File: src/rtl/rv_datapath_param.sv
`default_nettype none
// ============================================================================
// rv_datapath_param : parametrised multicycle RISC-V datapath (XLEN / NREG)
// Revision 1.0
// ============================================================================
module rv_datapath_param #(
   parameter int              XLEN     = 32,
   parameter int              NREG     = 32,
   parameter logic [XLEN-1:0] RESET_PC = '0
) (
   input  logic            clk,
   input  logic            rst,
   input  logic [2:0]      imm_src,
   input  logic [3:0]      alu_ctrl,
   input  logic [1:0]      result_src,
   input  logic [1:0]      alu_src_a,
   input  logic [1:0]      alu_src_b,
   input  logic            ir_write,
   input  logic            reg_write,
   input  logic            pc_write,
   input  logic            addr_src,
   input  logic            jalr_lsb,
   input  logic [XLEN-1:0] mem_rdata,
   input  logic            mem_ready,
   output logic [XLEN-1:0] addr,
   output logic [XLEN-1:0] wdata,
   output logic [31:0]     instr,
   output logic [XLEN-1:0] pc,
   output logic [XLEN-1:0] result,
   output logic [XLEN-1:0] alu_out,
   output logic [XLEN-1:0] alu_result,
   output logic [XLEN-1:0] imm_ext,
   output logic            zero,
   output logic            cout,
   output logic            alu_msb,
   output logic            ill_reg
);

   localparam int         RIDX_W  = $clog2(NREG);
   localparam int         SHAMT_W = $clog2(XLEN);
   localparam logic [5:0] NREG_6  = 6'(NREG);

   localparam logic [3:0] ALU_ADD   = 4'b0000;
   localparam logic [3:0] ALU_SUB   = 4'b0001;
   localparam logic [3:0] ALU_AND   = 4'b0010;
   localparam logic [3:0] ALU_OR    = 4'b0011;
   localparam logic [3:0] ALU_XOR   = 4'b0100;
   localparam logic [3:0] ALU_SLL   = 4'b0101;
   localparam logic [3:0] ALU_SRL   = 4'b0110;
   localparam logic [3:0] ALU_SRA   = 4'b0111;
   localparam logic [3:0] ALU_SLT   = 4'b1000;
   localparam logic [3:0] ALU_SLTU  = 4'b1001;
   localparam logic [3:0] ALU_PASSB = 4'b1010;

   logic [XLEN-1:0] pc_q, pc_d;
   logic [XLEN-1:0] old_pc_q, old_pc_d;
   logic [31:0]     instr_q, instr_d;
   logic [XLEN-1:0] data_reg_q, data_reg_d;
   logic [XLEN-1:0] a_reg_q, a_reg_d;
   logic [XLEN-1:0] wdata_q, wdata_d;
   logic [XLEN-1:0] alu_out_q, alu_out_d;
   logic [XLEN-1:0] rf_q [NREG];
   logic [XLEN-1:0] rf_d [NREG];

   logic [4:0]         rs1, rs2, rd;
   logic               rs1_ok, rs2_ok, rd_ok;
   logic [XLEN-1:0]    rd1, rd2;
   logic [31:0]        imm32;
   logic [XLEN-1:0]    src_a, src_b, alu_raw;
   logic [XLEN:0]      sum_ext, dif_ext;
   logic [SHAMT_W-1:0] shamt;
   logic               carry;

   assign rs1    = instr_q[19:15];
   assign rs2    = instr_q[24:20];
   assign rd     = instr_q[11:7];
   assign rs1_ok = ({1'b0, rs1} < NREG_6);
   assign rs2_ok = ({1'b0, rs2} < NREG_6);
   assign rd_ok  = ({1'b0, rd} < NREG_6);

   // x0 and out-of-range indices read as zero regardless of array contents
   assign rd1 = (rs1_ok && rs1 != 5'd0) ? rf_q[rs1[RIDX_W-1:0]] : '0;
   assign rd2 = (rs2_ok && rs2 != 5'd0) ? rf_q[rs2[RIDX_W-1:0]] : '0;

   always_comb begin
      imm32 = '0;
      case (imm_src)
         3'b000: imm32 = {{20{instr_q[31]}}, instr_q[31:20]};
         3'b001: imm32 = {{20{instr_q[31]}}, instr_q[31:25], instr_q[11:7]};
         3'b010: imm32 = {{19{instr_q[31]}}, instr_q[31], instr_q[7],
                          instr_q[30:25], instr_q[11:8], 1'b0};
         3'b011: imm32 = {{11{instr_q[31]}}, instr_q[31], instr_q[19:12],
                          instr_q[20], instr_q[30:21], 1'b0};
         3'b100: imm32 = {instr_q[31:12], 12'b0};
         default: imm32 = '0;
      endcase
      imm_ext = XLEN'($signed(imm32));
   end

   always_comb begin
      src_a = '0;
      case (alu_src_a)
         2'b00:   src_a = pc_q;
         2'b01:   src_a = old_pc_q;
         2'b10:   src_a = a_reg_q;
         default: src_a = '0;
      endcase
      src_b = '0;
      case (alu_src_b)
         2'b00:   src_b = wdata_q;
         2'b01:   src_b = imm_ext;
         2'b10:   src_b = XLEN'(4);
         default: src_b = '0;
      endcase
   end

   // Subtraction as A + ~B + 1 so the top carry is directly NOT borrow
   always_comb begin
      sum_ext = {1'b0, src_a} + {1'b0, src_b};
      dif_ext = {1'b0, src_a} + {1'b0, ~src_b} + {{XLEN{1'b0}}, 1'b1};
      shamt   = src_b[SHAMT_W-1:0];
      alu_raw = '0;
      carry   = 1'b0;
      case (alu_ctrl)
         ALU_ADD: begin
            alu_raw = sum_ext[XLEN-1:0];
            carry   = sum_ext[XLEN];
         end
         ALU_SUB: begin
            alu_raw = dif_ext[XLEN-1:0];
            carry   = dif_ext[XLEN];
         end
         ALU_AND:   alu_raw = src_a & src_b;
         ALU_OR:    alu_raw = src_a | src_b;
         ALU_XOR:   alu_raw = src_a ^ src_b;
         ALU_SLL:   alu_raw = src_a << shamt;
         ALU_SRL:   alu_raw = src_a >> shamt;
         ALU_SRA:   alu_raw = $unsigned($signed(src_a) >>> shamt);
         ALU_SLT:   alu_raw = {{(XLEN-1){1'b0}}, $signed(src_a) < $signed(src_b)};
         ALU_SLTU:  alu_raw = {{(XLEN-1){1'b0}}, src_a < src_b};
         ALU_PASSB: alu_raw = src_b;
         default:   alu_raw = '0;
      endcase
      alu_result = alu_raw & ~{{(XLEN-1){1'b0}}, jalr_lsb};
   end

   assign zero    = (alu_result == '0);
   assign alu_msb = alu_result[XLEN-1];
   assign cout    = carry;

   always_comb begin
      result = '0;
      case (result_src)
         2'b00:   result = alu_out_q;
         2'b01:   result = data_reg_q;
         2'b10:   result = alu_result;
         default: result = imm_ext;
      endcase
   end

   assign addr = addr_src ? result : pc_q;

   // mem_ready low freezes every state element, register file included
   always_comb begin
      pc_d       = pc_q;
      old_pc_d   = old_pc_q;
      instr_d    = instr_q;
      data_reg_d = data_reg_q;
      a_reg_d    = a_reg_q;
      wdata_d    = wdata_q;
      alu_out_d  = alu_out_q;
      rf_d       = rf_q;
      if (mem_ready) begin
         if (pc_write) pc_d = result;
         if (ir_write) begin
            old_pc_d = pc_q;
            instr_d  = mem_rdata[31:0];
         end
         data_reg_d = mem_rdata;
         a_reg_d    = rd1;
         wdata_d    = rd2;
         alu_out_d  = alu_result;
         if (reg_write && rd_ok && rd != 5'd0) rf_d[rd[RIDX_W-1:0]] = result;
      end
   end

   always_ff @(posedge clk) begin
      if (rst) begin
         pc_q       <= RESET_PC;
         old_pc_q   <= '0;
         instr_q    <= '0;
         data_reg_q <= '0;
         a_reg_q    <= '0;
         wdata_q    <= '0;
         alu_out_q  <= '0;
         for (int i = 0; i < NREG; i++) rf_q[i] <= '0;
      end else begin
         pc_q       <= pc_d;
         old_pc_q   <= old_pc_d;
         instr_q    <= instr_d;
         data_reg_q <= data_reg_d;
         a_reg_q    <= a_reg_d;
         wdata_q    <= wdata_d;
         alu_out_q  <= alu_out_d;
         rf_q       <= rf_d;
      end
   end

   assign pc      = pc_q;
   assign instr   = instr_q;
   assign wdata   = wdata_q;
   assign alu_out = alu_out_q;
   assign ill_reg = ~rs1_ok | ~rs2_ok | ~rd_ok;

endmodule
`default_nettype wire

File: config.mk
export PLATFORM = sky130hd
export DESIGN_NAME = rv_datapath_param
export DESIGN_NICKNAME = d
export VERILOG_FILES = /design/src/rtl/rv_datapath_param.sv
export SDC_FILE = /design/constraint.sdc
export NUM_CORES = 2
export LEC_CHECK = 0
export BUFFER_PORTS_ARGS = -buffer_cell sky130_fd_sc_hd__clkbuf_2
export CAP_MARGIN = 0
export CORE_MARGIN = 2
export CORE_UTILIZATION = 55
export DETAILED_ROUTE_END_ITERATION = 8
export PLACE_DENSITY = 0.72
export SLEW_MARGIN = 20
export SYNTH_ARGS = -nofsm -noshare
export SYNTH_HDL_FRONTEND = slang
export SYNTH_SLANG_ARGS = --single-unit
export TNS_END_PERCENT = 100
File: constraint.sdc
create_clock -name clk -period 24.4 [get_ports clk]
set_clock_uncertainty 0.1 [all_clocks]
set_input_delay 7.32 -clock clk [delete_from_list [all_inputs] [get_ports clk]]
set_output_delay 7.32 -clock clk [all_outputs]
set_load 0.005 [all_outputs]
**Word level (Yosys, flattened, before mapping)**

Cells that the tools add are included.

- Flip-flop bits (word level): 1248
- Word-level logic and storage cells: 112
- Input bits: 53
- Output and inout port bits: 260

- Reductions and logical operators: 14
- Order comparisons: 6
- Equality and inequality tests: 20
- Add/sub/neg operators: 3
- Shifts and indexed selects: 3
- Bitwise gates (word level): 9
- Mux-type cells: 18

Operator list:

| operator | count |
|---|---|
| $bwmux 1024 | 1 |
| $pmux 32 s11 | 1 |
| $bmux 32 s5 | 2 |
| $pmux 32 s3 | 3 |
| $mux 32 | 8 |
| $demux 32 s5 | 1 |
| $pmux 32 s5 | 1 |
| $add 32x32->33 | 2 |
| $and 32x32->32 | 2 |
| $lt 32x32->1 | 2 |
| $add 33x1->33 const B | 1 |
| $logic_not 32->1 | 1 |
| $not 1->32 | 1 |
| $not 32->32 | 1 |
| $or 32x32->32 | 1 |
| $shl 32x5->32 | 1 |
| $shr 32x5->32 | 1 |
| $sshr 32x5->32 | 1 |
| $xor 32x32->32 | 1 |
| $ge 6x6->1 const B | 3 |
| $not 5->6 | 3 |
| $eq 4x3->1 const B | 4 |
| $reduce_bool 5->1 | 3 |
| $eq 4x4->1 const B | 3 |
| 14 further kinds | 25 |

**Depth between registers and ports, before layout**

- Depth after elaboration: 10
- Mapped depth: 25
- Gate-level depth less buffers: 19

**Least setup slack after synthesis**

No wires, ideal clock.

- Path type: input -> output
- Start: input imm_src[1]
- End: output zero
- Stages on the path: 22
- Data required time: 16.980 ns
- Path buffers: 6
- Arrival time: 12.964 ns
- Setup slack: 4.016 ns
- Path through: buf_2 xnor2_4 mux2_2 a21oi_1 inv_2 buf_2 buf_4 buf_4 buf_2 buf_2 ha_1 o311ai_1 a31oi_1 a2111oi_0 o221ai_1 a21oi_1 nand2_1 o32a_1 or3b_1 or4_1 or4_1 nor4_2

- Cells in the longest elaborated chain, start to end: 9
- Elaborated cells on any way between the ends: 22
- Those cells by class: 3 x add/sub; 2 x order compare; 4 x eq/ne; 3 x shift; 3 x mux; 5 x bitwise; 2 x reduce/logical

RTL lines:

| item | RTL line | text |
|---|---|---|
| start: declaration | 13 | `input logic [2:0] imm_src,` |
| $eq 3x3->1, or another cell as far along | 87 | `case (imm_src)` |
| $pmux 32 s5 * | 87 |  |
| $pmux 32 s3 * | 109 | `case (alu_src_b)` |
| $not 32->32 | 120 | `dif_ext = {1'b0, src_a} + {1'b0, ~src_b} + {{XLEN{1'b0}}, 1'b1};` |
| $add 32x32->33 | 120 |  |
| $add 33x1->33 | 120 |  |
| $pmux 32 s11 * | 124 | `case (alu_ctrl)` |
| $and 32x32->32 * | 144 | `alu_result = alu_raw & ~{{(XLEN-1){1'b0}}, jalr_lsb};` |
| named net alu_result[13] | 31 | `output logic [XLEN-1:0] alu_result,` |
| $logic_not 32->1 * | 147 | `assign zero = (alu_result == '0);` |
| end: declaration | 33 | `output logic zero,` |

Mark *: on every way through the listed nets, which the timed path passes. The rest lies on a longest branch.

**Worst setup path in the final report**

- Start: input alu_src_b[0]
- End: output zero

- Cells in the longest elaborated chain, start to end: 8
- Elaborated cells on any way between the ends: 19
- Those cells by class: 3 x add/sub; 2 x order compare; 2 x eq/ne; 3 x shift; 2 x mux; 5 x bitwise; 2 x reduce/logical

RTL lines:

| item | RTL line | text |
|---|---|---|
| start: declaration | 17 | `input logic [1:0] alu_src_b,` |
| $eq 2x2->1, or another cell as far along | 109 |  |
| $pmux 32 s3 * | 109 |  |
| $not 32->32 | 120 |  |
| $add 32x32->33 | 120 |  |
| $add 33x1->33 | 120 |  |
| $pmux 32 s11 * | 124 |  |
| $and 32x32->32 * | 144 |  |
| $logic_not 32->1 * | 147 |  |

Mark *: on every way between the ends. The rest lies on a longest branch, timed or not.

==> parameters.txt <==
Parameter                              Value

STA
  Shortest period the worst path allows    22.20 ns
  Unrepaired setup endpoints after global routing    false
  Number of endpoints failing setup at the final stage    0
  Peak Freq    0.04505 GHz
  Post-route clock period utilization    0.9097
  Sum of negative setup slack    0 ns
  Worst Tran Pin Value    1.298 ns
  Final Max Slew Viols    0
  Count of final hold-check violations    0
  Headroom to the max-slew limit    0.1258

Setup path
  Critical Path, Cell by Cell    clkbuf_2 -> nand3b_1 -> mux2_2 -> a21oi_4 -> inv_2 -> fa_1 -> nand2b_1 -> a221oi_1 -> o22a_1 -> a211oi_1 -> nor2_1 -> a41oi_1 -> mux2_2 -> nor4bb_1 -> nand2_1 -> or4_1 -> or4_1 -> nor4_2 -> clkbuf_2
  Worst path required time    16.98 ns
  CP max FO    34
  Cell with the largest stage delay on the worst path    sky130_fd_sc_hd__a211oi_1
  Category of the worst setup path capture point    output pin
  Critical Setup Path Class    in -> out
  Arrival time of the worst setup path    14.78 ns
  Startpoint of the most critical setup path    alu_src_b[0]
  FF-to-FF Start    instr[20]$_SDFFE_PP0P_
  Register-to-register setup slack    16.79 ns
  Crit path launch type    input port
  Maximum single-stage delay on the critical path    0.73 ns

Synth
  Fraction of the mapped netlist area in simple logic gates    0.1784
  Number of distinct library cell variants in the gate-level netlist after synthesis    104
  Post-Syn Area    71700 sq um
  Number of synthesized flops with an enable pin    0
  Seq/Total Area, Yosys    0.3484
  Share of cell area taken by muxes after synthesis    0.2252
  Largest area contributor in the synthesized netlist    sky130_fd_sc_hd__dfxtp_1
  Number of warnings reported in the yosys synthesis log    0
  Share of async-settable or async-resettable flops after synthesis    0
  Post-Synthesis Net Count    8100
  Adder and majority cell fraction of the synthesized area    0.01749
  Commonest register cell after synthesis    sky130_fd_sc_hd__dfxtp_1
  Area share of the largest cell type after synthesis    0.3484
  Top post-synthesis cells by area    sky130_fd_sc_hd__dfxtp_1, sky130_fd_sc_hd__mux4_2, sky130_fd_sc_hd__nand3b_1
  Number of instances in the synthesized netlist    7948
  Xor/xnor cell area share of the yosys netlist    0.002338
  Fraction of the mapped netlist area in compound gates    0.1729
  Number of storage elements in the synthesis netlist    1248
  Dominant combinational cell family by area after synthesis    multiplexers
  Per-instance average area after synthesis    9.021 sq um

Floorplan
  Number of rows created at floorplan    132
  Io pins    313
  Area of the core    129500 sq um
  Die Width    365.1 um
  Starting density of the core    0.5537
  Die ar.    133300 sq um
  Vertical die dimension    365.1 um

Clock network
  Deepest clock path buffer count    3
  TritonCTS clock tree    built
  Total CTS buffers    134
  Source-to-sink clock delay at the later pin of the worst-skew pair    0.80 ns
  Reg clk slew, reported paths    0.06 ns
  Cell chosen for the clock root    sky130_fd_sc_hd__clkbuf_16
  Sink Count    1248
  Number of H-tree levels    4
  Buffers inserted by post-CTS timing repair    0
  Resize count post-CTS    0
  Hold_buf cts    0

Status
  Outcome    complete, no violations

Power
  Peak supply drop    0.07817 mV
  Ratio of total power to cell area    60.30 nW/um^2
  Leakage power summed over all cells    27.42 nW

Place
  Area after detailed placement    74430 sq um
  GP Congestion    1.079
  Final HPWL DP    235.2 mm
  Number of port buffers    311

Global route
  Number of global-route vias before repair    65744
  Global-route wire length before repair    489.1 mm
  Total global-route track usage    0.5133
  Leftover overflow at the end of global routing    0
  Maximum number of pins on one net before global-route repair    193
  Initial antenna violation count    44

Final layout
  Footprint of the flip-flops and latches    25020 sq um
  Post-layout utilization of the core    0.6105
  Share of post-route cells with drive strength above 1    0.1862
  Number of fill cells in the layout    11103
  Synthesis-to-layout area growth    10.25%
  Total area of multi-input combinational cells    43240 sq um
  Post-route cell area    79050 sq um
  Final #Nets    7950

Route
  Wire per inst    36.32 um
  Avg Vias per Cell    7.300
  Count of antenna-violating nets left after detailed routing    0
  Via count    70600
  Total Wirelength    351.2 mm
  Drt first pass iters    8
  Post-detailed-route DRC marker count    0
  Starting DRT DRC Count    12564

Worst hold path
  Class of the worst hold path    reg -> reg
  Worst hold path startpoint    old_pc_q[23]$_SDFFE_PP0P_

Flow run
  Max Cap Viol    0
-- critical path, delay by kind of cell --
kind	cells	cell delay, ns
muxes	2	0.63
buffers and inverters	3	1.29
AOI/OAI and AO/OA	5	2.34
and+or+nand+nor	8	2.60
adders and majority gates	1	0.51
-- metal layers --
layer | share of wire | track usage | up-vias
met5 | 0.00067 | 0 | -
met4 | 0.10 | 0.4362 | 28
met3 | 0.13 | 0.1708 | 1543
met2 | 0.42 | 0.7407 | 5856
met1 | 0.34 | 0.6170 | 34364
li1 | - | - | 28809
-- report_power, final --
part	internal (mW)	total [mW]	switching, mW
Clock	1.18	2.09	0.913
Combinational	0.167	0.594	0.427
Sequential	2.05	2.08	0.0269
-- placed cells by master, fill, tap and decap left out, drive strengths merged, types with 52 or more instances in the layout --
cell type and instances:
buf 218, ha 97, a221oi 78, mux2i 360
nor2b 64, nor2 629, mux4 501, inv 201
o221ai 62, nor3 87, nand2 849, nand3b 627
a21oi 665, clkbuf 509, nand3 55, o21ai 769
mux2 110, a211oi 116, dfxtp 1248, or3 67
o211ai 52, o22ai 56
-- state kept, by name (all words and copies together), names as in the netlist --
| name | count |
|---|---|
| wdata | 32 |
| data_reg_q | 32 |
| a_reg_q | 32 |
| instr | 32 |
| old_pc_q | 32 |
| pc | 32 |
| alu_out | 32 |
| rf_q | 1024 |
-- Yosys cell counts, types with 86 or more instances --
cell type / number
sky130_fd_sc_hd__inv_1: 189
sky130_fd_sc_hd__nor3_1: 86
sky130_fd_sc_hd__mux2_2: 104
sky130_fd_sc_hd__a21oi_1: 665
sky130_fd_sc_hd__buf_1: 113
sky130_fd_sc_hd__dfxtp_1: 1248
sky130_fd_sc_hd__o21ai_0: 762
sky130_fd_sc_hd__mux2i_1: 359
sky130_fd_sc_hd__ha_1: 97
sky130_fd_sc_hd__nand3b_1: 627
sky130_fd_sc_hd__nand2_1: 849
sky130_fd_sc_hd__a211oi_1: 116
sky130_fd_sc_hd__clkbuf_1: 642
sky130_fd_sc_hd__nor2_1: 628
sky130_fd_sc_hd__mux4_2: 501
-- per-stage QoR --
| step | hold slack (ns) | setup slack [ns] | cells | total power, mW |
|---|---|---|---|---|
| 2_1_floorplan | 0.3360 | 4.016 | 7948 | 2.427 |
| 3_3_place_gp | 0.3414 | 2.503 | 9399 | 2.684 |
| 3_5_place_dp | 0.3480 | 2.449 | 9401 | 2.683 |
| 4_1_cts | 0.3561 | 2.427 | 9641 | 4.720 |
| 5_1_grt | 0.3767 | 2.154 | 9653 | 4.845 |
| 6_report | 0.3580 | 2.204 | 9671 | 4.767 |
-- area by class of cell --
type                       instances  area share
clock buffer                     200     0.04913
tap                             1742     0.02757
antenna                           27   0.0008547
timing repair buffer             527     0.04196
sequential                      1248      0.3165
clock inverter                    40    0.007597
multi-input combinational       5692      0.5470
inverter                         195    0.009323
-- logic make-up (layout without fill, tap and decap cells) --
family	count (synthesis)	count (layout)
buf+inv	1008	962
simple gates	2526	2526
fa+ha+maj	99	99
mux	971	971
flops	1248	1248
compound gates	2078	2078
other cells	1	28
xor+xnor	17	17
-- worst paths after layout --
kind,endpoint,depth (start not counted)
worst min-delay path,old_pc_q[23]$_SDFFE_PP0P_,2
worst max register to register,rf_q[190]$_SDFFE_PP0P_,17
worst min register to register,old_pc_q[23]$_SDFFE_PP0P_,2
worst max-delay path,zero,19
No activity file was read; power rests on OpenSTA's default activity.
